## config.mk

```make
export PLATFORM = sky130hd
export DESIGN_NAME = mem_reset_sequencer
export DESIGN_NICKNAME = d
export VERILOG_FILES = /design/src/rtl/mem_reset_sequencer.sv
export SDC_FILE = /design/constraint.sdc
export NUM_CORES = 1
export LEC_CHECK = 0
export CORE_MARGIN = 4
export CORE_UTILIZATION = 52
export DETAILED_ROUTE_END_ITERATION = 6
export GPL_TIMING_DRIVEN = 0
export PLACE_DENSITY_LB_ADDON = 0.15
export SLEW_MARGIN = 20
export SYNTH_ARGS = -nofsm -noshare
export SYNTH_HDL_FRONTEND = slang
export SYNTH_SLANG_ARGS = --single-unit
```

## constraint.sdc

```tcl
create_clock -name clock -period 2.35 [get_ports clock]
set_clock_uncertainty 0.2 [all_clocks]
set_input_delay 0.3525 -clock clock [delete_from_list [all_inputs] [get_ports clock]]
set_output_delay 0.3525 -clock clock [all_outputs]
set_load 0.01 [all_outputs]
```

## src/rtl/mem_reset_sequencer.sv

```systemverilog
// Reset sequencer for the DDR subsystem: pulses sys_reset, waits for mem_ok
// with timeout and bounded retry, then releases peripheral and CPU resets.
module mem_reset_sequencer #(
  parameter int PULSE_CYCLES   = 16,
  parameter int TIMEOUT_CYCLES = 1048576,
  parameter int MAX_RETRIES    = 3,
  parameter int STAGE_DELAY    = 32
) (
  input  logic       clock,
  input  logic       aresetn,
  input  logic       mem_ok,
  input  logic       reset_request,
  output logic       sys_reset,
  output logic       periph_resetn,
  output logic       cpu_resetn,
  output logic       seq_busy,
  output logic       seq_fail,
  output logic [3:0] retry_count
);

  localparam int MAX_AB = (PULSE_CYCLES > TIMEOUT_CYCLES) ?
                          PULSE_CYCLES : TIMEOUT_CYCLES;
  localparam int MAX_C  = (MAX_AB > STAGE_DELAY) ? MAX_AB : STAGE_DELAY;
  localparam int CW     = $clog2(MAX_C) + 1;

  localparam logic [CW-1:0] P_LAST = CW'(PULSE_CYCLES - 1);
  localparam logic [CW-1:0] T_LAST = CW'(TIMEOUT_CYCLES - 1);
  localparam logic [CW-1:0] D_LAST = CW'(STAGE_DELAY - 1);
  localparam logic [3:0]    R_MAX  = 4'(MAX_RETRIES);

  typedef enum logic [2:0] {
    S_PULSE,
    S_WAIT,
    S_STAGE,
    S_RUN,
    S_FAIL
  } state_e;

  (* ASYNC_REG = "TRUE" *) logic [2:0] ok_sync_q;
  (* ASYNC_REG = "TRUE" *) logic [2:0] req_sync_q;
  logic req_dly_q;
  logic mem_ok_s;
  logic req_rise;

  always_ff @(posedge clock or negedge aresetn) begin
    if (!aresetn) begin
      ok_sync_q  <= '0;
      req_sync_q <= '0;
      req_dly_q  <= 1'b0;
    end else begin
      ok_sync_q  <= {ok_sync_q[1:0], mem_ok};
      req_sync_q <= {req_sync_q[1:0], reset_request};
      req_dly_q  <= req_sync_q[2];
    end
  end

  assign mem_ok_s = ok_sync_q[2];
  assign req_rise = req_sync_q[2] & ~req_dly_q;

  state_e        state_q, state_d;
  logic [CW-1:0] cnt_q, cnt_d;
  logic [3:0]    retry_q, retry_d;
  logic          sys_q, sys_d;
  logic          per_q, per_d;
  logic          cpu_q, cpu_d;
  logic          busy_q, busy_d;
  logic          fail_q, fail_d;
  logic          restart;
  logic          fail_evt;

  always_ff @(posedge clock or negedge aresetn) begin
    if (!aresetn) begin
      state_q <= S_PULSE;
      cnt_q   <= '0;
      retry_q <= '0;
      sys_q   <= 1'b1;
      per_q   <= 1'b0;
      cpu_q   <= 1'b0;
      busy_q  <= 1'b1;
      fail_q  <= 1'b0;
    end else begin
      state_q <= state_d;
      cnt_q   <= cnt_d;
      retry_q <= retry_d;
      sys_q   <= sys_d;
      per_q   <= per_d;
      cpu_q   <= cpu_d;
      busy_q  <= busy_d;
      fail_q  <= fail_d;
    end
  end

  always_comb begin
    state_d  = state_q;
    retry_d  = retry_q;
    fail_evt = 1'b0;
    // a fresh PULSE is already a restart; avoid re-arming it
    restart  = req_rise &&
               !(state_q == S_PULSE && cnt_q == '0);
    if (restart) begin
      state_d = S_PULSE;
      retry_d = '0;
    end else begin
      unique case (state_q)
        S_PULSE: begin
          if (cnt_q == P_LAST) state_d = S_WAIT;
        end
        S_WAIT: begin
          if (mem_ok_s) state_d = S_STAGE;
          else if (cnt_q == T_LAST) fail_evt = 1'b1;
        end
        S_STAGE: begin
          if (!mem_ok_s) begin
            fail_evt = 1'b1;
          end else if (cnt_q == D_LAST) begin
            state_d = S_RUN;
            retry_d = '0;
          end
        end
        S_RUN: begin
          if (!mem_ok_s) state_d = S_PULSE;
        end
        S_FAIL: begin
          state_d = S_FAIL;
        end
        default: state_d = S_PULSE;
      endcase
      if (fail_evt) begin
        if (retry_q < R_MAX) begin
          retry_d = retry_q + 4'd1;
          state_d = S_PULSE;
        end else begin
          state_d = S_FAIL;
        end
      end
    end
  end

  always_comb begin
    cnt_d = cnt_q;
    if (restart || state_d != state_q) begin
      cnt_d = '0;
    end else if (state_q inside {S_PULSE, S_WAIT, S_STAGE}) begin
      cnt_d = cnt_q + CW'(1);
    end
  end

  always_comb begin
    sys_d  = state_d inside {S_PULSE, S_FAIL};
    per_d  = state_d inside {S_STAGE, S_RUN};
    cpu_d  = (state_d == S_RUN);
    busy_d = state_d inside {S_PULSE, S_WAIT, S_STAGE};
    fail_d = (state_d == S_FAIL);
  end

  assign sys_reset     = sys_q;
  assign periph_resetn = per_q;
  assign cpu_resetn    = cpu_q;
  assign seq_busy      = busy_q;
  assign seq_fail      = fail_q;
  assign retry_count   = retry_q;

endmodule
```

; ---- Word-level counts from Yosys, hierarchy flattened
; Cells that the tools add are included.
[totals]
ff_bits = 40
word_cells = 62
in_bits = 4
[op_classes]
bitwise = 2
mux = 22
order_cmp = 1
addsub = 2
n_reduce_logical = 12
n_eq_ne = 12
[op_table]
columns = op, n
row1 = 2-to-1 mux 21 bit, 2
row2 = 2-to-1 mux 3 bit, 8
row3 = 2-to-1 mux 4 bit, 6
row4 = adder 21 x 1 -> 21 bit (second input constant), 1
row5 = == test 21 x 20 -> 1 bit (second input constant), 1
row6 = == test 21 x 4 -> 1 bit (second input constant), 1
row7 = == test 21 x 5 -> 1 bit (second input constant), 1
row8 = zero test 21 bit, 1
row9 = case mux 3 bit (5 select lines), 1
row10 = == test 3 x 2 -> 1 bit (second input constant), 4
row11 = == test 3 x 1 -> 1 bit (second input constant), 2
row12 = == test 3 bit (second input constant), 2
row13 = zero test 3 bit, 2
row14 = nonzero test 2 bit, 3
row15 = nonzero test 3 bit, 2
row16 = adder 4 x 1 -> 4 bit (second input constant), 1
row17 = less-than comparator 4 x 2 -> 1 bit (second input constant), 1
row18 = 2-to-1 mux 1 bit, 4
row19 = inequality test 3 bit, 1
row20 = logical AND 1 bit, 2
row21 = case mux 1 bit (2 select lines), 1
row22 = AND 1 bit, 1
row23 = zero test 1 bit, 1
row24 = logical OR 1 bit, 1
row25 = inverter 1 bit, 1

; ---- Depth between registers and ports, before layout
; Gate-level depths: netlist of run 1.
[depth]
word_depth = 10
depth_mapped = 7
depth_no_buf = 7

; ---- Worst setup path before layout of run 1
; No wires, ideal clock.
[synth_timing]
path_kind = flip-flop to flip-flop
startpoint = register cnt_q[0]
endpoint = register cnt_q[16]
n_path_buf = 0
required_ns = 2.008
period_less_slack_ns = 2.236
setup_slack_ns = 0.114
arrival_time_ns = 1.894
path_stages_with_launch = 8
cell_sequence = dfrtp_1 ha_1 nand4b_1 or4b_2 nor2_1 nand2_1 xor2_1 nor2_1
[synth_between]
elab_chain_cells = 10
[synth_rtl]
columns = element, line
row1 = "start, declared", 61  ; logic [CW-1:0] cnt_q, cnt_d;
row2 = "start signal, assigned", 83  ; cnt_q <= cnt_d;
row3 = == test 21 x 20 -> 1 bit, 110  ; else if (cnt_q == T_LAST) fail_evt = 1'b1;
row4 = 2-to-1 mux 1 bit, 110
row5 = 2-to-1 mux 1 bit, 109  ; if (mem_ok_s) state_d = S_STAGE;
row6 = case mux 1 bit (2 select lines), 104  ; unique case (state_q)
row7 = 2-to-1 mux 1 bit, 100  ; if (restart) begin
row8 = 2-to-1 mux 3 bit, 128  ; if (fail_evt) begin
row9 = 2-to-1 mux 3 bit, 100
row10 = inequality test 3 bit, 141  ; if (restart || state_d != state_q) begin
row11 = logical OR 1 bit, 141
row12 = 2-to-1 mux 21 bit / nonzero test 2 bit (equally long branches), -
; Parallel ways exist; a longest one is shown, timed or not. The select of a mux whose other input is x is not followed.
; A chain may end at the register's enable or synchronous reset.

; ---- Final worst setup path of run 1
[layout_timing]
startpoint = register cnt_q[14]
endpoint = register cnt_q[5]
[layout_between]
elab_chain_cells = 10
[layout_rtl]
columns = element, line
row1 = == test 21 x 20 -> 1 bit, 110
row2 = 2-to-1 mux 1 bit, 110
row3 = 2-to-1 mux 1 bit, 109
row4 = case mux 1 bit (2 select lines), 104
row5 = 2-to-1 mux 1 bit, 100
row6 = 2-to-1 mux 3 bit, 128
row7 = 2-to-1 mux 3 bit *, 100
row8 = named net state_d[0], 60  ; state_e state_q, state_d;
row9 = inequality test 3 bit *, 141
row10 = logical OR 1 bit *, 141
row11 = 2-to-1 mux 21 bit / nonzero test 2 bit (equally long branches), -
; Mark *: on every way through the listed nets, which the timed path passes. The rest lies on a longest branch. The select of a mux whose other input is x is not followed.

==> results.yml, run 1 <==
status:
  outcome: "finished with violations"
  violations: "setup timing"
worst_setup_path:
  crit_slowest_cell: "or3_4"
  startpoint: "cnt_q[14]"
  setup.worst_path.end_class: "flip-flop"
  worstPathRequired_ns: 2.37
  critical_path_class: "reg -> reg"
  crit_path_cell_trace: "nor4_4 > nand4_1 > or3_4 > a211oi_4 > buf_6 > a21oi_4 > buf_4 > nor2_1"
  reg2reg_from: "cnt_q[14]"
  path_max_fanout: 5
  cpPeakStageDelay_ns: 0.45
  crit_path_start_kind: "flip-flop"
  crit_arrival_ns: 2.41
layout:
  n_antenna_cell: 0
  stdcell_count: 276
  drive_gt1_share_pct: 24.3
  num-fill-cells: 244
  final_util_pct: 71.5
  synthToLayoutAreaGrowth_pct: 27.2
  layout_common_cells: "dfrtp_1 (33), nor2_1 (32), buf_4 (17)"
  finalNetCount: 236
  seq_area_sq_um: 1010
  multi_input_area_sq_um: 960
  final_common_cell: "dfrtp_1"
logic_synthesis:
  yosysTopAreaCellShare_pct: 48.8
  synth_fa_ha_area_share_pct: 1.93
  netlist_instances: 190
  synthTopCellsByArea: "dfrtp_1 (49%), nor2_1 (6.7%), xor2_1 (6.7%)"
  synth.cell_area_sq_um: 1950
  syn_avg_cell_area_sq_um: 10.3
  synth_compound_area_share_pct: 7.71
  synth_top_family_by_area: "simple AND/OR/NAND/NOR gates"
  yosysSeqAreaShare_pct: 51.5
  synthArstFlopShare_pct: 100
  synth_edf_count: 0
  synth_ff_type: "dfrtp_1"
  ys_warn_count: 0
  yosysTopAreaCell: "dfrtp_1"
  synth-seq-cells: 40
  synth_cell_types: 43
  synth_xor_area_share_pct: 8.99
  synth_nets: 197
  synth_mux_area_share_pct: 0.514
  synth-simple-area-share_pct: 26.7
detailed_routing:
  num_vias: 1531
  first_pass_iters: 4
  wl_per_cell_microns: 15.3
  via_per_inst: 5.55
  wirelength_microns: 4230
  drc: 0
  ant_nets: 0
  drt-initial-drc-count: 133
job:
  drv_cap: 0
clocking:
  cts_root_buf: "clkbuf_8"
  cts_buffer_depth: 2
  numCtsBuffers: 5
  cts_sinks: 40
  clk_pin_slew_worst_paths_ns: 0.08
  tritoncts: "built"
  cts_max_level: 2
  clk_latency_ns: 0.29
timing:
  final.period_utilization_pct: 102
  fmax_mhz: 418
  worstMarginPinSlew_ns: 0.502
  hold_ws_ns: 0.157
  rsz0062_at_grt: "true"
  tns_ns: -0.0891
  fin_ws_ns: -0.0402
  hold_violations: 0
  setup_viol: 3
  finalCriticalPeriod_ns: 2.39
  relSlewSlack_pct: 66.5
  drv_slew: 0
pwr:
  powerDensity_nw_per_um2: 663
  clockPowerShare_pct: 33.4
  power.leakage_nw: 1.10
  p_total_w: 0.00164
  power_switching_w: 0.000447
  p_int_w: 0.00120
  switching_share_pct: 27.2
  combPwrFrac_pct: 19.7
  vdd_drop_max_uv: 568
  seqPwrFrac_pct: 46.9
die:
  fp-row-count: 21
  die_h_microns: 69.2
  start_util_pct: 56.2
  die_x_microns: 69.2
  ios: 13
  core_sq_um: 3470
  dieArea_sq_um: 4790
placed_design:
  gp_congestion: 0.854
  placed_cells: 249
  port_buffers: 12
  dp_hpwl_microns: 2770
global_routing:
  grt_pass1_wl_microns: 7240
  grt_max_degree: 22
  grt_pass1_vias: 1533
  grt_use_total_pct: 19.1
  antenna_found_initial: 0
  gr-total-overflow: 0
hold_path:
  hold_path_class: "reg -> reg"
  hold_path_startpoint: "req_sync_q[1]"
## critical path: cells and delay by family, from the launching register on
| family | cells | cell delay, ns |
|---|---|---|
| and+or+nand+nor | 4 | 1.09 |
| DFF | 1 | 0.42 |
| buffers and inverters | 2 | 0.32 |
| AOI/OAI and AO/OA | 2 | 0.29 |
## state kept, by name (all words and copies together), names as in the netlist
| register | cells |
|---|---|
| state_q | 3 |
| cnt_q | 21 |
| req_sync_q | 3 |
| sys_reset | 1 |
| seq_busy | 1 |
| periph_resetn | 1 |
| ok_sync_q | 3 |
| seq_fail | 1 |
| cpu_resetn | 1 |
| retry_count | 4 |
| req_dly_q | 1 |
## kinds of logic (layout without fill, tap and decap cells)
group                    after synthesis  after routing
buffers and inverters                  8             48
adder cells (fa/ha/maj)                3              3
multiplexers                           1              1
XOR/XNOR                              20             20
AND/OR/NAND/NOR                       99             99
AO/OA/AOI/OAI                         19             19
flip-flops                            40             40
## per-stage QoR
step / setup WS (ns) / cell area [sq um]
2_1_floorplan: 0.114 / 1950
4_1_cts: -0.0113 / 2410
6_report: -0.0402 / 2480
5_1_grt: -0.162 / 2480
3_3_place_gp: -0.200 / 2130
3_5_place_dp: -0.261 / 2150
## synthesized netlist by cell type (all sizes together), types with 2 or more instances
cell,count
a21oi,6
nand4b,2
a31oi,2
inv,4
nand2,13
dfrtp,38
ha,3
nor2b,3
xor2,15
dfstp,2
or3,3
buf,3
xnor2,5
nor3,6
nand3b,3
nand3,6
and3,6
nor2,35
and2,3
nand2b,4
nor4,6
a211oi,3
nand4,6
## worst paths after layout
kind,end,slack (ns),cells past startpoint
max,cnt_q[5],-0.04,8
max reg2reg,cnt_q[5],-0.04,8
min,req_sync_q[2],0.16,0
min in group asynchronous,cnt_q[15],0.35,2
max in group asynchronous,cnt_q[8],1.11,3
min reg2reg,req_sync_q[2],0.16,0
## metal layers
layer / share of wire, % / routed length [microns] / vias up / GRT usage, %
li1: - / - / 737 / -
met1: 45 / 1900 / 755 / 24.9
met2: 49 / 2090 / 29 / 30.2
met3: 3.7 / 156 / 10 / 4.93
met4: 1.9 / 82 / 0 / 8.03
met5: 0 / 0 / - / 0
## timing repair
item	CTS	global route
resized for setup	11	10
buffers inserted	13	5
pin swaps	4	15
cloned	0	0
setup endpoints to repair	17	25
hold endpoints to repair	18	0
hold buffers	1	0
## cell type report
cell class              count  area share (%)
repair buffers             32            11.8
flip-flops and latches     40            40.7
plain buffers               4            1.51
multi-input cells         142            38.7
well taps                  46            2.32
clock buffers               6            2.93
inverters                   4           0.606
clock inverters             2            1.41
## power by group through the flow
stage               clock network (W)  registers, W  logic (W)
global route                 0.000588      0.000779   0.000357
detailed placement                  0      0.000792   0.000264
global placement                    0      0.000786   0.000253
finish                       0.000548      0.000771   0.000324
floorplan                           0      0.000782   0.000191
CTS                          0.000555      0.000770   0.000306
Power figures use the tool's default switching activity.
==> inputs of run 2 (changes only) <==
--- a/config.mk
+++ b/config.mk
@@ -5,8 +5,10 @@
 export SDC_FILE = /design/constraint.sdc
 export NUM_CORES = 1
 export LEC_CHECK = 0
+export CORE_ASPECT_RATIO = 1.5
 export CORE_MARGIN = 4
-export CORE_UTILIZATION = 52
+export CORE_UTILIZATION = 43
+export CTS_CLUSTER_SIZE = 25
 export DETAILED_ROUTE_END_ITERATION = 6
 export GPL_TIMING_DRIVEN = 0
 export PLACE_DENSITY_LB_ADDON = 0.15
==> results.yml, run 2 (synthesized netlist as in run 1, its figures left out) <==
layout:
  num-fill-cells: 381
  layout_common_cells: "dfrtp_1 (34), nor2_1 (27), xor2_1 (15)"
  final_common_cell: "dfrtp_1"
  regMostFlops: "cnt_q"
  synthToLayoutAreaGrowth_pct: 26.9
  seq_area_sq_um: 1010
  multi_input_area_sq_um: 966
  drive_gt1_share_pct: 24.7
  n_antenna_cell: 0
  finalNetCount: 233
  largest_register_ffs: 21
  final_area_sq_um: 2470
global_routing:
  grt_busiest_layer: "met2"
  antenna_found_initial: 0
  grtUsageMet1_pct: 18.3
  grt_max_degree: 25
  grt_use_met2_pct: 30.4
  grt_pass1_wl_microns: 7750
  gr-total-overflow: 0
  grt_pass1_vias: 1699
  globalRouteMet3Util_pct: 4.61
  grt_use_total_pct: 17.1
clocking:
  numCtsBuffers: 5
  clk_pin_slew_worst_paths_ns: 0.08
  tritoncts: "built"
  cts_root_buf: "clkbuf_8"
  cts_max_level: 2
  cts_buffer_depth: 2
  clk_latency_ns: 0.30
  cts_sinks: 40
hold_path:
  hold_path_class: "reg -> reg"
  hold_path_startpoint: "req_sync_q[0]"
worst_setup_path:
  crit_path_cell_trace: "nor4_1 > nand4_1 > or3_4 > a211oi_4 > buf_6 > o21bai_1 > a211oi_1"
  reg2reg_slack_ns: -0.07
  setup.worst_path.end_class: "flip-flop"
  critical_path_class: "reg -> reg"
  reg2reg_from: "cnt_q[15]"
  crit_arrival_ns: 2.40
  crit_path_start_kind: "flip-flop"
  startpoint: "cnt_q[15]"
  path_max_fanout: 5
  cpPeakStageDelay_ns: 0.43
  crit_slowest_cell: "dfrtp_1"
  worstPathRequired_ns: 2.33
pwr:
  vdd_drop_max_uv: 439
  powerDensity_nw_per_um2: 698
  power.leakage_nw: 1.08
status:
  outcome: "finished with violations"
  violations: "setup timing"
timing:
  tns_ns: -0.104
  hold_violations: 0
  final.period_utilization_pct: 103
  fmax_mhz: 413
  relSlewSlack_pct: 70.5
  fin_ws_ns: -0.0729
  setup_viol: 3
  worstMarginPinSlew_ns: 0.443
  drv_slew: 0
  rsz0062_at_grt: "true"
  finalCriticalPeriod_ns: 2.42
placed_design:
  gp_congestion: 0.848
  place_area_sq_um: 2150
  dp_hpwl_microns: 3020
  port_buffers: 12
job:
  drv_cap: 0
die:
  start_util_pct: 45.1
  dieArea_sq_um: 5690
  die_x_microns: 63.0
  die_h_microns: 90.4
  core_sq_um: 4320
  fp-row-count: 29
  ios: 13
detailed_routing:
  ant_nets: 0
  drc: 0
  wl_per_cell_microns: 16.0
  wirelength_microns: 4370
  via_per_inst: 5.71
  drt-initial-drc-count: 105
  first_pass_iters: 4
  num_vias: 1558
-- run 2: area by class of cell --
type,count,share of cell area (%)
clock buffer,5,2.78
sequential,40,40.8
timing repair buffer,29,11.2
tap,46,2.33
multi-input combinational,142,39.1
inverter,4,0.607
clock inverter,3,1.72
buffer,4,1.52
-- run 2: power breakdown --
part,switching (W),leakage [nW],internal [W]
clock,0.000255,0.0541,0.000314
combinational,0.000209,0.508,0.000178
sequential,0.0000352,0.523,0.000735
-- run 2: final timing paths --
check | endpoint | cells after the start
worst max-delay path | cnt_q[4] | 7
worst min-delay path | req_sync_q[1] | 0
worst max register to register | cnt_q[4] | 7
worst min register to register | req_sync_q[1] | 0
max in group asynchronous | seq_busy | 3
min in group asynchronous | cnt_q[14] | 2
-- run 2: per-layer routing --
layer / share of wire [%] / up-vias
met1: 40 / 782
met5: 0 / -
met2: 53 / 34
li1: - / 729
met4: 3.6 / 0
met3: 3.4 / 13
-- run 2: critical path: cells and delay by family (launching register included) --
family / cells / cell delay [ns]
AO/OA/AOI/OAI: 3 / 0.57
buffers and inverters: 1 / 0.16
flip-flops: 1 / 0.43
AND/OR/NAND/NOR: 3 / 0.94
-- run 2: timing repair --
item                                    4_1_cts  5_1_grt
pin swaps                                     3       13
hold endpoints to repair                     16        0
setup buffers                                 7        8
resized for setup                            11       14
endpoints found under the setup margin       17       23
hold buffers                                  1        0
-- run 2: stage by stage --
stage          utilization [%]  total power [W]  hold slack, ns  worst slack (ns)  cells
4_1_cts                   54.5          0.00165           0.159           0.00978    265
2_1_floorplan                -         0.000973          -0.143             0.114    190
5_1_grt                   57.3          0.00182           0.163            -0.135    273
3_5_place_dp              49.8          0.00106           0.120            -0.210    249
6_report                  57.3          0.00173           0.156           -0.0729    273
3_3_place_gp              49.2          0.00105           0.133            -0.262    248
